--- src/rtl/light_pkg.sv ---
// Shared types and default sizes for the LED pattern sequencer.
package light_pkg;

    typedef enum logic [1:0] {
        FILL   = 2'd0,
        ROTATE = 2'd1,
        BOUNCE = 2'd2,
        BLINK  = 2'd3
    } mode_e;

    typedef enum logic {
        LEFT  = 1'b0,
        RIGHT = 1'b1
    } dir_e;

    localparam int DEF_DATA_LEN = 16;
    localparam int DEF_CNT_W    = 24;
    localparam int DEF_PWM_W    = 4;

endpackage

--- src/rtl/light_seq_if.sv ---
// Control/LED bus of the sequencer. The duty input and the PWM_W parameter
// exist only when LIGHT_SEQ_PWM_EN is defined.
// No valid/ready handshake: every control input is sampled on each rising
// clk edge, and out/tick are registered outputs meant to be read between edges.
// dbg_dir exposes the bounce direction register for checkers.
interface light_seq_if
    import light_pkg::*;
#(
    parameter int DATA_LEN = DEF_DATA_LEN,
    parameter int CNT_W    = DEF_CNT_W
`ifdef LIGHT_SEQ_PWM_EN
    , parameter int PWM_W  = DEF_PWM_W
`endif
);
    logic                en;
    mode_e               mode;
    logic [CNT_W-1:0]    div;
    logic                load;
    logic [DATA_LEN-1:0] seed;
    logic [DATA_LEN-1:0] out;
    logic                tick;
    dir_e                dbg_dir;
`ifdef LIGHT_SEQ_PWM_EN
    logic [PWM_W-1:0]    duty;
`endif

    modport master (
`ifdef LIGHT_SEQ_PWM_EN
        output duty,
`endif
        output en, mode, div, load, seed,
        input  out, tick, dbg_dir
    );

    modport slave (
`ifdef LIGHT_SEQ_PWM_EN
        input  duty,
`endif
        input  en, mode, div, load, seed,
        output out, tick, dbg_dir
    );

endinterface

--- src/rtl/light_prescaler.sv ---
// Step-rate prescaler: pulses step once every max(div,1) enabled cycles.
// The >= compare lets a shrinking div wrap at once instead of overrunning.
module light_prescaler #(
    parameter int CNT_W = 24
) (
    input  logic             clk,
    input  logic             rst,
    input  logic             en,
    input  logic             clr,
    input  logic [CNT_W-1:0] div,
    output logic             step
);
    logic [CNT_W-1:0] r_cnt;
    logic [CNT_W-1:0] w_max;

    assign w_max = (div == '0) ? '0 : div - CNT_W'(1);
    assign step  = en && (r_cnt >= w_max);

    // Count enabled cycles; clear on load or on wrap.
    always_ff @(posedge clk or posedge rst) begin
        if (rst) begin
            r_cnt <= '0;
        end else if (clr) begin
            r_cnt <= '0;
        end else if (en) begin
            r_cnt <= step ? '0 : r_cnt + CNT_W'(1);
        end
    end

endmodule

--- src/rtl/light_seq.sv ---
// LED pattern sequencer top: prescaled stepping through FILL, ROTATE,
// BOUNCE and BLINK patterns with a synchronous seed load.
// Optional brightness gating is enabled by defining LIGHT_SEQ_PWM_EN.
module light_seq
    import light_pkg::*;
#(
    parameter int DATA_LEN = DEF_DATA_LEN,
    parameter int CNT_W    = DEF_CNT_W
`ifdef LIGHT_SEQ_PWM_EN
    , parameter int PWM_W  = DEF_PWM_W
`endif
) (
    input logic        clk,
    input logic        rst,
    light_seq_if.slave bus
);
    localparam logic [DATA_LEN-1:0] ONE = DATA_LEN'(1);

    logic                r_tick;
    logic [DATA_LEN-1:0] r_pattern;
    dir_e                r_dir;
    mode_e               r_prev_mode;

    logic                w_step;
    logic                w_onehot;
    dir_e                w_dir_eff;
    logic [DATA_LEN-1:0] w_pat_nxt;
    dir_e                w_dir_nxt;
    logic                w_tick_nxt;

    light_prescaler #(.CNT_W(CNT_W)) u_prescaler (
        .clk  (clk),
        .rst  (rst),
        .en   (bus.en),
        .clr  (bus.load),
        .div  (bus.div),
        .step (w_step)
    );

    assign w_onehot = (r_pattern != '0) && ((r_pattern & (r_pattern - ONE)) == '0);

    // Next pattern, direction and tick: load beats step; a mode change resets dir.
    always_comb begin
        w_pat_nxt  = r_pattern;
        w_tick_nxt = 1'b0;
        w_dir_eff  = (bus.mode != r_prev_mode) ? LEFT : r_dir;
        w_dir_nxt  = w_dir_eff;
        if (bus.load) begin
            w_pat_nxt = bus.seed;
            w_dir_nxt = LEFT;
        end else if (w_step) begin
            w_tick_nxt = 1'b1;
            case (bus.mode)
                FILL: begin
                    w_pat_nxt = {r_pattern[DATA_LEN-2:0], ~r_pattern[DATA_LEN-1]};
                end
                ROTATE: begin
                    w_pat_nxt = (r_pattern == '0) ? ONE
                                : {r_pattern[DATA_LEN-2:0], r_pattern[DATA_LEN-1]};
                end
                BOUNCE: begin
                    if (!w_onehot) begin
                        w_pat_nxt = ONE;
                        w_dir_nxt = LEFT;
                    end else if (w_dir_eff == LEFT) begin
                        if (r_pattern[DATA_LEN-1]) begin
                            w_dir_nxt = RIGHT;
                            w_pat_nxt = r_pattern >> 1;
                        end else begin
                            w_pat_nxt = r_pattern << 1;
                        end
                    end else begin
                        if (r_pattern[0]) begin
                            w_dir_nxt = LEFT;
                            w_pat_nxt = r_pattern << 1;
                        end else begin
                            w_pat_nxt = r_pattern >> 1;
                        end
                    end
                end
                default: begin
                    w_pat_nxt = ~r_pattern;
                end
            endcase
        end
    end

    // Pattern, direction, mode history and tick registers.
    always_ff @(posedge clk or posedge rst) begin
        if (rst) begin
            r_pattern   <= '0;
            r_dir       <= LEFT;
            r_prev_mode <= FILL;
            r_tick      <= 1'b0;
        end else begin
            r_pattern   <= w_pat_nxt;
            r_dir       <= w_dir_nxt;
            r_prev_mode <= bus.mode;
            r_tick      <= w_tick_nxt;
        end
    end

`ifdef LIGHT_SEQ_PWM_EN
    logic [PWM_W-1:0]    r_pwm_cnt;
    logic [DATA_LEN-1:0] r_out;

    // Free-running brightness counter and gated, registered LED vector.
    always_ff @(posedge clk or posedge rst) begin
        if (rst) begin
            r_pwm_cnt <= '0;
            r_out     <= '0;
        end else begin
            r_pwm_cnt <= r_pwm_cnt + PWM_W'(1);
            r_out     <= w_pat_nxt & {DATA_LEN{r_pwm_cnt < bus.duty}};
        end
    end

    assign bus.out = r_out;
`else
    assign bus.out = r_pattern;
`endif

    assign bus.tick    = r_tick;
    assign bus.dbg_dir = r_dir;

endmodule
--- src/flat_wrapper.sv ---
// flat-port wrapper written by rule: the top's interface ports become plain ports
module light_seq_flat import light_pkg::*;
#(
    parameter int DATA_LEN = DEF_DATA_LEN,
    parameter int CNT_W    = DEF_CNT_W

)
  (clk, rst, bus_en, bus_mode, bus_div, bus_load, bus_seed, bus_out, bus_tick, bus_dbg_dir);
  light_seq_if #(.DATA_LEN(DATA_LEN), .CNT_W(CNT_W)) bus_i ();
  input logic clk;
  input logic rst;
  input wire logic [$bits(bus_i.en)-1:0] bus_en;
  input wire logic [$bits(bus_i.mode)-1:0] bus_mode;
  input wire logic [$bits(bus_i.div)-1:0] bus_div;
  input wire logic [$bits(bus_i.load)-1:0] bus_load;
  input wire logic [$bits(bus_i.seed)-1:0] bus_seed;
  output wire logic [$bits(bus_i.out)-1:0] bus_out;
  output wire logic [$bits(bus_i.tick)-1:0] bus_tick;
  output wire logic [$bits(bus_i.dbg_dir)-1:0] bus_dbg_dir;
  assign bus_i.en = bus_en;
  assign bus_i.mode = bus_mode;
  assign bus_i.div = bus_div;
  assign bus_i.load = bus_load;
  assign bus_i.seed = bus_seed;
  assign bus_out = bus_i.out;
  assign bus_tick = bus_i.tick;
  assign bus_dbg_dir = bus_i.dbg_dir;
  light_seq #(.DATA_LEN(DATA_LEN), .CNT_W(CNT_W)) u_core (.clk(clk), .rst(rst), .bus(bus_i));
endmodule
--- config.mk ---
export PLATFORM = sky130hd
export DESIGN_NAME = light_seq_flat
export DESIGN_NICKNAME = d
export VERILOG_FILES = /design/src/rtl/light_pkg.sv /design/src/rtl/light_seq_if.sv /design/src/rtl/light_prescaler.sv /design/src/rtl/light_seq.sv /design/src/flat_wrapper.sv
export SDC_FILE = /design/constraint.sdc
export NUM_CORES = 1
export LEC_CHECK = 0
export ABC_AREA = 1
export CORE_ASPECT_RATIO = 1.75
export CORE_MARGIN = 2
export CORE_UTILIZATION = 61
export DETAILED_ROUTE_END_ITERATION = 10
export HOLD_SLACK_MARGIN = 0.08
export PLACE_DENSITY_LB_ADDON = 0.3
export SETUP_SLACK_MARGIN = 0.15
export SLEW_MARGIN = 10
export SYNTH_ARGS = -nofsm -noshare
export SYNTH_HDL_FRONTEND = slang
export SYNTH_SLANG_ARGS = --single-unit
--- constraint.sdc ---
create_clock -name clk -period 3.44 [get_ports clk]
set_input_delay 0.516 -clock clk [delete_from_list [all_inputs] [get_ports clk]]
set_output_delay 0.516 -clock clk [all_outputs]
set_load 0.01 [all_outputs]
======== Yosys cells after proc, flatten, opt, wreduce, memory -nomap -nowiden ========
Index checks and enable logic that the tools add are counted.
Widths: inputs -> output; s select.
word-level totals
  bits in registers ....................... 44
  input bits .............................. 46
  output and inout bits ................... 18
  word-level logic and storage cells ...... 46
operators by class
  $add $sub $neg .......................... 3
  magnitude comparators ................... 1
  equality and inequality tests ........... 3
  multiplexer cells ....................... 22
  bitwise logic cells ..................... 3
  reductions and logical operators ........ 9
operators by type and width
  operator               count
  $mux 16                7
  $mux 24                4
  $pmux 16 s3            1
  $logic_not 16->1       2
  $add 24x1->24 const B  1
  $ge 24x24->1           1
  $logic_not 24->1       1
  $sub 24x1->24 const B  1
  $and 16x16->16         1
  $not 16->16            1
  $reduce_bool 16->1     1
  $sub 16x1->16 const B  1
  $mux 1                 10
  $reduce_bool 2->1      2
  $eq 2x1->1 const B     1
  $eq 2x2->1 const B     1
  $logic_and 1x1->1      2
  $logic_not 2->1        1
  $ne 2x2->1             1
  $not 1->1              1

======== Longest topological paths before layout ========
Gate-level depths: netlist of run 1.
  depth in word-level cells ............... 8
  gate-level depth with buffers ........... 23
  depth with buffers taken out ............ 22

======== By module ========
Synthesis of run 1 repeated with hierarchy kept, for this count alone.
unflattened totals
  cells, all modules ...................... 831
  area, all modules ....................... 4828.4 µm²
by module, submodules not included
  module           times used  cells each  area an instance (µm²)  sequential area each (µm²)
  light_prescaler  1           506         2927.8                  600.6
  light_seq        1           325         1900.6                  500.5

======== Worst setup path after synthesis of run 1 ========
OpenSTA, ideal clock, no wires.
  path kind ............................... input to register
  start point ............................. input bus_div[0]
  end point ............................... register u_core.r_pattern[1] (netlist: u_core.bus.out[1])
  library setup time ...................... 117 ps
  data arrival time ....................... 3063 ps
  data required time ...................... 3323 ps
  path slack .............................. 260 ps
  stages on the path ...................... 21
  path buffers ............................ 1
  path through ............................ inv_1 -> ha_1 -> nand2_1 -> nor2_1 -> inv_1 -> nor2_1 -> nand3_1 -> a21o_1 -> ha_1 -> nand2_1 -> nor2_1 -> nand4_1 -> nor2_1 -> nand2_1 -> nand4_1 -> nand2_1 -> nand2_4 -> inv_2 -> buf_2 -> nand2_1 -> nand2_1
between the ends
  longest elaborated chain between the ends .. 5
  elaborated cells between the ends (all ways) .. 6
  classes of those cells .................. add/sub: 1; order compare: 1; mux: 1; reduce/logical: 3
ends and longest elaborated chain
  item                                                      line                   source
  start: declaration                                        flat_wrapper.sv:14     input wire logic [$bits(bus_i.div)-1:0] bus_div;
  $sub 24x1->24 / $logic_not 24->1 (equally long branches)  light_prescaler.sv:16  assign w_max = (div == '0) ? '0 : div - CNT_W'(1);
  $mux 24 (*)                                               light_prescaler.sv:16
  $ge 24x24->1 (*)                                          light_prescaler.sv:17  assign step = en && (r_cnt >= w_max);
  $logic_and 1x1->1 (*)                                     light_prescaler.sv:17
  $reduce_bool 2->1 (no line) (*)                           -
  end signal: assignment                                    light_seq.sv:96        r_pattern <= w_pat_nxt;
  end: declaration                                          light_seq.sv:20        logic [DATA_LEN-1:0] r_pattern;
Mark *: on every way between the ends. The rest lies on a longest branch, timed or not.
A chain may end at the register's enable or synchronous reset.

======== Final worst setup path of run 1 ========
  start point ............................. input bus_div[22]
  end point ............................... register u_core.u_prescaler.r_cnt[4]
between the ends
  longest elaborated chain between the ends .. 7
  elaborated cells between the ends (all ways) .. 8
  classes of those cells .................. add/sub: 1; order compare: 1; mux: 4; reduce/logical: 2
ends and longest elaborated chain
  item                                                      line                   source
  $sub 24x1->24 / $logic_not 24->1 (equally long branches)  light_prescaler.sv:16
  $mux 24 (*)                                               light_prescaler.sv:16
  $ge 24x24->1 (*)                                          light_prescaler.sv:17
  $logic_and 1x1->1 (*)                                     light_prescaler.sv:17
  $mux 24 (*)                                               light_prescaler.sv:26  r_cnt <= step ? '0 : r_cnt + CNT_W'(1);
  $mux 24 (*)                                               light_prescaler.sv:25  end else if (en) begin
  $mux 24 (*)                                               light_prescaler.sv:23  end else if (clr) begin
  end signal: assignment                                    light_prescaler.sv:26
  end: declaration                                          light_prescaler.sv:13  logic [CNT_W-1:0] r_cnt;
Mark *: on every way between the ends. The rest lies on a longest branch, timed or not. The select of a mux whose other input is x is not followed.

==> results of run 1 <==
-- worst register-to-register path, stage by stage, from the launching register on --
cell	delay, ns
dfrtp_1	0.51
nor2_4	0.22
nand2_1	0.11
o21ai_0	0.26
nand4_2	0.17
nor2_4	0.36
nand3_2	0.22
nor2_2	0.13
nand2_1	0.08
a21oi_2	0.19
-- flip-flops by register name, indices dropped and copies added (netlist names) --
signal	flops
u_core.u_prescaler.r_cnt	24
u_core.bus.out	16
u_core.r_prev_mode	2
u_core.bus.dbg_dir	1
u_core.bus.tick	1
-- synth_stat cells, types with 10 or more instances --
| cell | n | area share, % |
|---|---|---|
| nand2_1 | 169 | 14 |
| inv_1 | 82 | 6.9 |
| nor2_1 | 72 | 6.0 |
| nand3_1 | 70 | 7.8 |
| dfrtp_1 | 44 | 25 |
| ha_1 | 27 | 7.5 |
| o21ai_0 | 25 | 2.8 |
| a21oi_1 | 23 | 2.6 |
| nand4_1 | 20 | 2.8 |
| or2_2 | 18 | 2.5 |
| xor2_1 | 14 | 2.7 |
| nor3_1 | 12 | 1.3 |
| a22oi_1 | 10 | 1.7 |
-- worst max path at each step --
stage                           start  slack (ns)                                 endpoint  cells after the start
after floorplan            bus_div[0]        0.26            u_core.bus.out[1]$_DFFE_PP0P_                     21
after global placement     bus_div[0]       -0.22             u_core.bus.dbg_dir$_DFF_PP0_                     21
after detailed placement   bus_div[0]       -0.40             u_core.bus.dbg_dir$_DFF_PP0_                     21
after CTS                 bus_div[16]        0.19  u_core.u_prescaler.r_cnt[4]$_DFFE_PP0P_                     20
after global routing       bus_div[2]       -0.50  u_core.u_prescaler.r_cnt[4]$_DFFE_PP0P_                     20
final                     bus_div[22]       -0.24  u_core.u_prescaler.r_cnt[4]$_DFFE_PP0P_                     17
-- power groups by stage --
stage	clock network (mW)	registers, mW	logic [mW]
5_1_grt	0.572	0.614	0.603
2_1_floorplan	0	0.603	0.296
3_5_place_dp	0	0.616	0.497
3_3_place_gp	0	0.617	0.483
4_1_cts	0.553	0.608	0.506
6_report	0.553	0.613	0.546
-- what timing repair did --
action                     4_1_cts  5_1_grt
setup buffers                    5       10
setup endpoints to repair       41       42
resized for setup               31       73
gates cloned                     0        2
pin swaps                       14       40
-- layer usage --
layer	global-route usage, %	up-vias
met5	0	-
met4	25.98	0
met3	5.849	151
met2	63.52	426
met1	35.99	2574
li1	-	2484
-- stage by stage --
step	power, mW	cells	worst slack, ns	hold WS, ns	area [um2]
after CTS	1.667	869	0.1868	0.5859	5714
after detailed placement	1.113	856	-0.3980	0.5686	5434
after global routing	1.788	881	-0.4966	0.6356	6042
after floorplan	0.8987	684	0.2596	0.4961	4484
final	1.712	881	-0.2390	0.5716	6042
after global placement	1.099	856	-0.2202	0.5627	5434
-- final cells by class --
| class | count | area, um2 |
|---|---|---|
| multi-input combinational | 534 | 3178 |
| timing repair buffer | 123 | 1164 |
| fill | 455 | 1140 |
| sequential | 44 | 1101 |
| inverter | 86 | 327.8 |
| clock buffer | 6 | 128.9 |
| tap | 86 | 107.6 |
| clock inverter | 2 | 35.03 |
-- logic make-up after synthesis --
kind of cell	share of synthesized area, %
simple gates	42.52
buf+inv	9.961
compound gates	11.33
flops	24.55
fa+ha+maj	7.533
xor+xnor	4.102
==> results.md, run 1 <==
- Status: complete, but fails checks
- Violated checks: setup timing
- Grt total ovfl: 0
- H-tree depth: 2
- Metal3 WL: between 1500 and 2000 um
- Final period utilization: 106.9%
- Power density over the cells: ~280 nW/um2
- Layout cell share with drive strength beyond 1: a little over a fifth
- Hold Buf Count CTS: 0
- Antenna violations before repair: 0
- Mapped Area: about 4500 um2
- Post-Syn Nets: roughly 760
- Final GP Congestion: slightly below 1
- Routed WL: about 17000 um
- Syn Area/Cell: 6.556 um2
- Max FO, Critical Path: 6
- Final core occ: about 84%
- Clk network pwr share: between 30 and 40%
- Remaining DRCs: 0
- Seq cells post-synth: 44
- Sequential-to-total area share from yosys stat: 24.55%
- Internal power: around 1.1 mW
- Max_slew headroom: between 40% and 50%
- R2r endpoint: u_core.bus.dbg_dir$_DFF_PP0_
- Post-synth EDFFs: 0
- Vias per cell: ~6.4
- Clock Pin Slew Worst Setup and Hold Paths: approximately 0.070 ns
- Commonest non-fill, non-tap cell in the layout: nand2_1
- CTS tree: built
- Crit path max-delay family: buffers and inverters
- Post-synthesis async set-or-reset flop share: 100.0%
- First-pass GRT wire length: 22870 um
- Starting density of the core: 62.44%
- Antenna-violating nets left: 0
- Full die area: around 8000 um2
- Top sig layer: met4
- Fin. Hold Viols: 0
- Critical Path End Type: register
- Crit path DAT: 3.88 ns
- Comb power frac: a little under a third
- Setup TNS: -6.860 ns
- Most frequent CP cell: o21ai_1
- Max IR drop VDD: ~450 uV
- Commonest non-fill, non-tap cells in the layout: nand2_1 (165), inv_1 (74), nand3_1 (67)
- Largest net degree at the start of global routing: 30
- Count of input and output buffers: 63
- Layout Area Growth over Synthesis: 34.74%
- Power share of the sequential group: between 30% and 40%
- Post-DP HPWL: 10280 um
- Leakage power: slightly above 3 nW
- Tightest Hold Check Type: in -> async
- Switching Share: 34.50%
- Final setup vio count: between 40 and 50
- CP Buf/Inv Count: 4
- WL/cell: slightly below 20 um
- Worst slew pin tran: approximately 0.87 ns
- DRT iter0 DRCs: about 700
- Die Span X: slightly below 70 um
- Netlist cell types: 44
- Vias in the first global route: 5258
- I/O pin count: 64
- # clock sinks: 44
- Final Slew Violations: 0
- Worst r2r src: u_core.bus.out[0]$_DFFE_PP0P_
- Met2 WL: 8660 um
- Nets: 867
- Startpoint Class: primary input
- Crit-path max cell delay: roughly 0.77 ns
- Die Y-Extent: around 120 um
- Fmax: between 0.2 and 0.3 GHz
- Drt pass-1 iters: 6
- Syn. warnings: 0
- Post-Synthesis Cells: between 600 and 700
- Min Clock Period, post-route: approximately 3.7 ns
- Crit Path Class: in -> reg
- Row count: 41
- Slowest-stage cell, CP: clkdlybuf4s50_1
- Reg2reg path depth: 9
- Worst EP required: between 3 and 4 ns
- Max Buffers Root-to-Sink: 2
- Clk Latency, worst-skew pair: 0.29 ns
- Worst reg2reg setup slack: ~1.1 ns
- CTS Buf Count: 5
- Gr usage total: between 30 and 40%
- Vias post-DR: approximately 5600
- Crit-path cells: clkdlybuf4s50_1 -> nor3_2 -> nand3_2 -> buf_6 -> a21boi_0 -> o21ai_1 -> ha_1 -> nand2_2 -> o21ai_1 -> a21oi_1 -> nand4_1 -> nand2_2 -> nand2_4 -> inv_6 -> buf_12 -> nand3_1 -> o21ai_1
- Layout Skew: between 0.006 and 0.007 ns
- WL met1: ~5400 um
- CTS root buf: clkbuf_16
- Worst setup margin: -0.2390 ns
- Ant. Diodes: 0
- Max Cap Viol: 0
- NetSw: 590.5 uW
- Most used DFF post-synth: dfrtp_1
- Core area: 7182 um2
(Power assumes the default switching activity.)
==> run 2, diff against run 1 <==
--- a/config.mk
+++ b/config.mk
@@ -8,7 +8,7 @@
 export ABC_AREA = 1
 export CORE_ASPECT_RATIO = 1.75
 export CORE_MARGIN = 2
-export CORE_UTILIZATION = 61
+export CORE_UTILIZATION = 55
 export DETAILED_ROUTE_END_ITERATION = 10
 export HOLD_SLACK_MARGIN = 0.08
 export PLACE_DENSITY_LB_ADDON = 0.3
==> results.md, run 2 (synthesis gave the netlist of run 1 again) <==
- Most frequent CP cell: nand2_1
- I/O pin count: 64
- WL/cell: roughly 16 um
- Placed Instance Area: 5439 um2
- Tightest Hold Check Type: reg -> reg
- Starting density of the core: between 50 and 60%
- Commonest non-fill, non-tap cell in the layout: nand2_1
- Layout Area Growth over Synthesis: 31.61%
- Vias per cell: just under 6
- Largest net degree at the start of global routing: 30
- Fmax: 0.3117 GHz
- Ant. Diodes: 0
- Layout cell share with drive strength beyond 1: a little under a fifth
- Drt pass-1 iters: 5
- Count of input and output buffers: 63
- CTS tree: built
- Layout Skew: between 0.005 and 0.006 ns
- Die Span X: just over 70 um
- Worst reg2reg setup slack: ~1.1 ns
- Final setup vio count: 0
- Row count: between 40 and 50
- Max Buffers Root-to-Sink: 2
- Filler-free cell count of the finished design: 882
- Leakage power: ~3.0 nW
- Register area: 1101 um2
- Crit-path cells: clkdlybuf4s50_1 -> nor2_2 -> inv_1 -> nor3_1 -> buf_4 -> nand2_1 -> xnor2_1 -> nand2_1 -> ha_4 -> nand2_1 -> nor2_2 -> nand2_1 -> nor2_1 -> nand2_1 -> nand4_1 -> nand2_2 -> nand2_4 -> inv_6 -> clkbuf_16 -> nand2_1 -> nand2_1
- Fin. Hold Viols: 0
- Nets: slightly below 900
- Crit Path Class: in -> reg
- Max_slew headroom: a little over two fifths
- Antenna-violating nets left: 0
- Max reg flops: 24
- Worst EP required: about 3.6 ns
- Slowest-stage cell, CP: clkdlybuf4s50_1
- Fill count: between 600 and 700
- Max IR drop VDD: around 300 uV
- Vias post-DR: 5225
- Clk Latency, worst-skew pair: 0.29 ns
- H-tree depth: 2
- Crit-path max cell delay: about 0.44 ns
- Remaining DRCs: 0
- Core area: ~7900 um2
- Final period utilization: 93.25%
- Gr usage total: about 30%
- Inst Count DP: 860
- CTS Buf Count: 5
- Min Clock Period, post-route: 3.208 ns
- Clock Pin Slew Worst Setup and Hold Paths: 0.06 ns
- Grt total ovfl: 0
- Die Y-Extent: about 120 um
- Startpoint Class: primary input
- Antenna violations before repair: 0
- DRT iter0 DRCs: ~360
- First-pass GRT wire length: 21840 um
- Area of the multi-input gates: approximately 3100 um2
- Commonest non-fill, non-tap cells in the layout: nand2_1 (167), inv_1 (78), nand3_1 (67)
- CTS root buf: clkbuf_16
- Status: finished clean
- Worst slew pin tran: around 0.87 ns
- Final instance area: just under 6000 um2
- Top reg by flops: u_core.u_prescaler.r_cnt
- Final GP Congestion: just under 1
- Post-DP HPWL: around 10000 um
- Final Slew Violations: 0
- Crit path DAT: ~3.4 ns
- Full die area: 8920 um2
- Critical Path End Type: register
- Vias in the first global route: approximately 5200
- Max Cap Viol: 0
- # clock sinks: 44
- Max FO, Critical Path: 8
- Power density over the cells: 272.5 nW/um2
- Routed WL: 14400 um
run 2: area by class of cell:
type | instances | share of cell area [%]
clock buffer | 6 | 2.184
clock inverter | 1 | 0.08480
inverter | 86 | 5.554
multi-input combinational | 534 | 51.69
sequential | 44 | 18.66
tap | 90 | 1.908
timing repair buffer | 121 | 19.93
run 2: per-layer routing:
layer / GRT usage [%] / up-vias / share of wire (%)
met5: 0 / - / 0
met4: 19.93 / 0 / 6.3
met3: 3.260 / 83 / 5.8
met2: 59.46 / 246 / 54
met1: 29.49 / 2420 / 34
li1: - / 2476 / -
run 2: worst paths after layout:
kind                                                         startpoint                                       end  depth (start not counted)
worst max register to register            u_core.bus.out[6]$_DFFE_PP0P_            u_core.bus.out[14]$_DFFE_PP0P_                          9
worst min register to register  u_core.u_prescaler.r_cnt[1]$_DFFE_PP0P_   u_core.u_prescaler.r_cnt[1]$_DFFE_PP0P_                          2
min in group asynchronous                                           rst  u_core.u_prescaler.r_cnt[17]$_DFFE_PP0P_                          2
worst min-delay path            u_core.u_prescaler.r_cnt[1]$_DFFE_PP0P_   u_core.u_prescaler.r_cnt[1]$_DFFE_PP0P_                          2
worst max-delay path                                        bus_div[20]            u_core.bus.out[11]$_DFFE_PP0P_                         21
max in group asynchronous                                           rst   u_core.u_prescaler.r_cnt[3]$_DFFE_PP0P_                          3
run 2: power breakdown:
| part | internal (mW) | leakage, nW | switching [mW] |
|---|---|---|---|
| clock network | 0.265 | 0.0667 | 0.206 |
| logic | 0.233 | 2.35 | 0.294 |
| registers | 0.546 | 0.580 | 0.0647 |
run 2: timing repair:
item	4_1_cts	5_1_grt
endpoints found under the hold margin	0	0
cloned	0	2
pin swaps	8	25
hold buffers	0	0
gates resized for setup	15	57
endpoints found under the setup margin	41	42
setup buffers	7	6
run 2: metrics by stage:
stage	hold WS (ns)	total power, mW	utilization [%]	setup WS (ns)	setup TNS [ns]
after floorplan	0.4961	0.8987	-	0.2596	0
after global placement	0.5474	1.098	68.77	-0.2778	-10.24
after detailed placement	0.5557	1.108	68.77	-0.3662	-13.09
after CTS	0.5727	1.578	71.81	0.1582	0
after global routing	0.6196	1.677	74.62	-0.006065	-0.008206
final	0.5675	1.608	74.62	0.2322	0
run 2: critical path, delay by kind of cell:
kind,cells,cell delay [ns]
XOR/XNOR,1,0.20
buffers and inverters,5,0.94
AND/OR/NAND/NOR,14,1.44
adder cells (fa/ha/maj),1,0.28
==> run 3, diff against run 2 <==
--- a/config.mk
+++ b/config.mk
@@ -6,6 +6,7 @@
 export NUM_CORES = 1
 export LEC_CHECK = 0
 export ABC_AREA = 1
+export ABC_CLOCK_PERIOD_IN_PS = 3440
 export CORE_ASPECT_RATIO = 1.75
 export CORE_MARGIN = 2
 export CORE_UTILIZATION = 55
@@ -16,4 +17,5 @@
 export SLEW_MARGIN = 10
 export SYNTH_ARGS = -nofsm -noshare
 export SYNTH_HDL_FRONTEND = slang
+export SYNTH_HIERARCHICAL = 1
 export SYNTH_SLANG_ARGS = --single-unit
==> results.md, run 3 <==
- Syn. warnings: 6
- Power, Total: 1.630 mW
- Final setup vio count: 0
- Met2 GRT Util: 68.94%
- Fmax: a little under 0.3 GHz
- Antenna-violating nets left: 0
- Leading cell types by count after synthesis: nand2_1 (273), nor2_1 (130), inv_1 (101)
- Layout cell share with drive strength beyond 1: 21.00%
- Global Route met1 Usage: about a third
- Final Slew Violations: 0
- Clk Latency, worst-skew pair: approximately 0.30 ns
- Count of input and output buffers: 63
- DRT iter0 DRCs: 454
- Final hold slack: approximately 0.56 ns
- Crit path DAT: 3.66 ns
- Setup TNS: 0 ns
- Gr usage total: a little under two fifths
- Critical Path End Type: register
- Worst setup margin: 0.01305 ns
- Drt pass-1 iters: 7
- Most common cell in the synthesized netlist: nand2_1
- Die Span X: between 70 and 80 um
- Min Clock Period, post-route: 3.427 ns
- Post-synthesis async set-or-reset flop share: 100.0%
- Final GP Congestion: 0.9781
- Clock Pin Slew Worst Setup and Hold Paths: ~0.06 ns
- Nets: just over 1000
- Netlist cell types: 38
- Mapped Area: about 4800 um2
- Post-Syn Nets: approximately 900
- Grt total ovfl: 0
- CTS Buf Count: 5
- Power density over the cells: 245.5 nW/um2
- Worst r2r src: u_core/u_prescaler/r_cnt[17]$_DFFE_PP0P_
- Max_slew headroom: ~30%
- Antenna violations before repair: 0
- H-tree depth: 2
- Setup WS pre-CTS: -0.3724 ns
- Worst slew pin tran: between 1 and 1.5 ns
- First-pass GRT wire length: approximately 27000 um
- Vias per cell: 5.811
- Post-Synthesis Cells: between 800 and 900
- Max reg flops: 24
- Post-synth EDFFs: 0
- Vias in the first global route: ~5900
- CTS tree: built
- Max Buffers Root-to-Sink: 2
- Full die area: roughly 9600 um2
- Unrepaired setup endpoints after global routing: true
- Commonest non-fill, non-tap cell in the layout: nand2_1
- Syn Area/Cell: between 5 and 6 um2
- GR peak layer: met2
- Startpoint Class: primary input
- Final core occ: between 70% and 80%
- Tightest Hold Check Type: reg -> reg
- GRT met3 Usage: 6.132%
- Post-DP HPWL: roughly 13000 um
- Layout Area Growth over Synthesis: 37.52%
- Max FO, Critical Path: 5
- Most used DFF post-synth: dfrtp_1
- Core area: around 8600 um2
- WL/cell: 17.65 um
- Crit path from: bus_div[6]
- Status: finished clean
- Top reg by flops: u_core/u_prescaler/r_cnt
- Synth top area cells: dfrtp_1 (23%), nand2_1 (21%), nor2_1 (10%), inv_1 (7.9%), ha_1 (7.0%)
- Post-synth top area share: between 20 and 25%
- Starting density of the core: 56.05%
- Remaining DRCs: 0
- Slowest-stage cell, CP: ha_1
- Die Y-Extent: 127.9 um
- Worst EP required: 3.67 ns
- Leakage power: between 3 and 4 nW
- Hold wc startpoint: u_core/u_prescaler/r_cnt[20]$_DFFE_PP0P_
- Max Cap Viol: 0
- Crit-path max cell delay: roughly 0.34 ns
- Synth area leader: dfrtp_1
- Row count: between 40 and 50
- # clock sinks: 44
- Seq cells post-synth: 44
- I/O pin count: 64
- Commonest non-fill, non-tap cells in the layout: nand2_1 (259), nor2_1 (113), inv_1 (88)
- Final period utilization: around 100%
- Crit Path Class: in -> reg
- CTS root buf: clkbuf_16
- Max IR drop VDD: about 320 uV
- Fin. Hold Viols: 0
- Routed WL: roughly 19000 um
- Worst reg2reg setup slack: about 0.94 ns
- Sequential-to-total area share from yosys stat: around 23%
- Layout Skew: about 0.0094 ns
- Largest net degree at the start of global routing: 32
- Vias post-DR: roughly 6300
==> run 3: changes by cell type after synthesis, sizes merged, moves of 6 or more <==
cell    before  now
nand2      174  282
nor2        84  148
o21ai       32   61
inv         84  105
nand3       74   55
nand4       22    8
or2         18    4
buf         14    6
a22oi       10   17
clkbuf       6   12
nor3        16   10
xnor2        7    1
==> run 3: through the flow <==
step,cell area (um2),std cells
detailed placement,5959,1049
CTS,6401,1067
floorplan,4832,831
finish,6640,1080
global route,6638,1079
global placement,5959,1049
==> run 3: power breakdown <==
group          internal (mW)  switching (mW)  total, mW
logic                  0.206           0.278      0.484
clock network          0.342           0.221      0.563
registers              0.538          0.0465      0.584
total                   1.09           0.545       1.63
==> run 3: per-layer routing <==
layer	wire, um	part of all wire, %	up-vias
met5	0	0	-
met4	1620	8.5	0
met3	1117	5.9	128
met2	10240	54	360
met1	6080	32	2871
li1	-	-	2917
==> run 3: final timing paths <==
| check | end | cells past startpoint |
|---|---|---|
| setup / recovery | u_core/bus.out[11]$_DFFE_PP0P_ | 29 |
| hold / removal | u_core/u_prescaler/r_cnt[20]$_DFFE_PP0P_ | 2 |
| setup reg to reg | u_core/bus.out[11]$_DFFE_PP0P_ | 19 |
| hold reg to reg | u_core/u_prescaler/r_cnt[20]$_DFFE_PP0P_ | 2 |
| max in group asynchronous | u_core/u_prescaler/r_cnt[21]$_DFFE_PP0P_ | 2 |
| min in group asynchronous | u_core/bus.out[13]$_DFFE_PP0P_ | 2 |
==> run 3: cells by family after synthesis <==
logic type	Yosys count	share of synthesized area, %
AO/OA/AOI/OAI	115	13.58
XOR/XNOR	10	1.814
adder cells (fa/ha/maj)	27	6.997
buffers and inverters	124	10.18
flip-flops	44	22.80
AND/OR/NAND/NOR	511	44.62
==> run 3: cell type report <==
| class | count | area [um2] |
|---|---|---|
| multi-input combinational | 663 | 3550 |
| clock buffer | 5 | 125.1 |
| clock inverter | 3 | 42.54 |
| sequential | 44 | 1101 |
| inverter | 106 | 400.4 |
| timing repair buffer | 141 | 1272 |
| fill | 660 | 1974 |
| antenna | 1 | 2.502 |
| tap | 117 | 146.4 |
==> run 3: critical path, delay by kind of cell <==
kind	cells	cell delay, ns
AOI/OAI and AO/OA	2	0.21
adders and majority gates	1	0.34
buffers and inverters	8	0.76
and+or+nand+nor	18	1.79
==> run 3: what timing repair did <==
action	in CTS	in global routing
hold endpoints to repair	0	0
setup endpoints to repair	29	42
pin swaps	10	52
buffers inserted	8	12
resized for setup	65	97
hold buffers	0	0
cloned	2	0
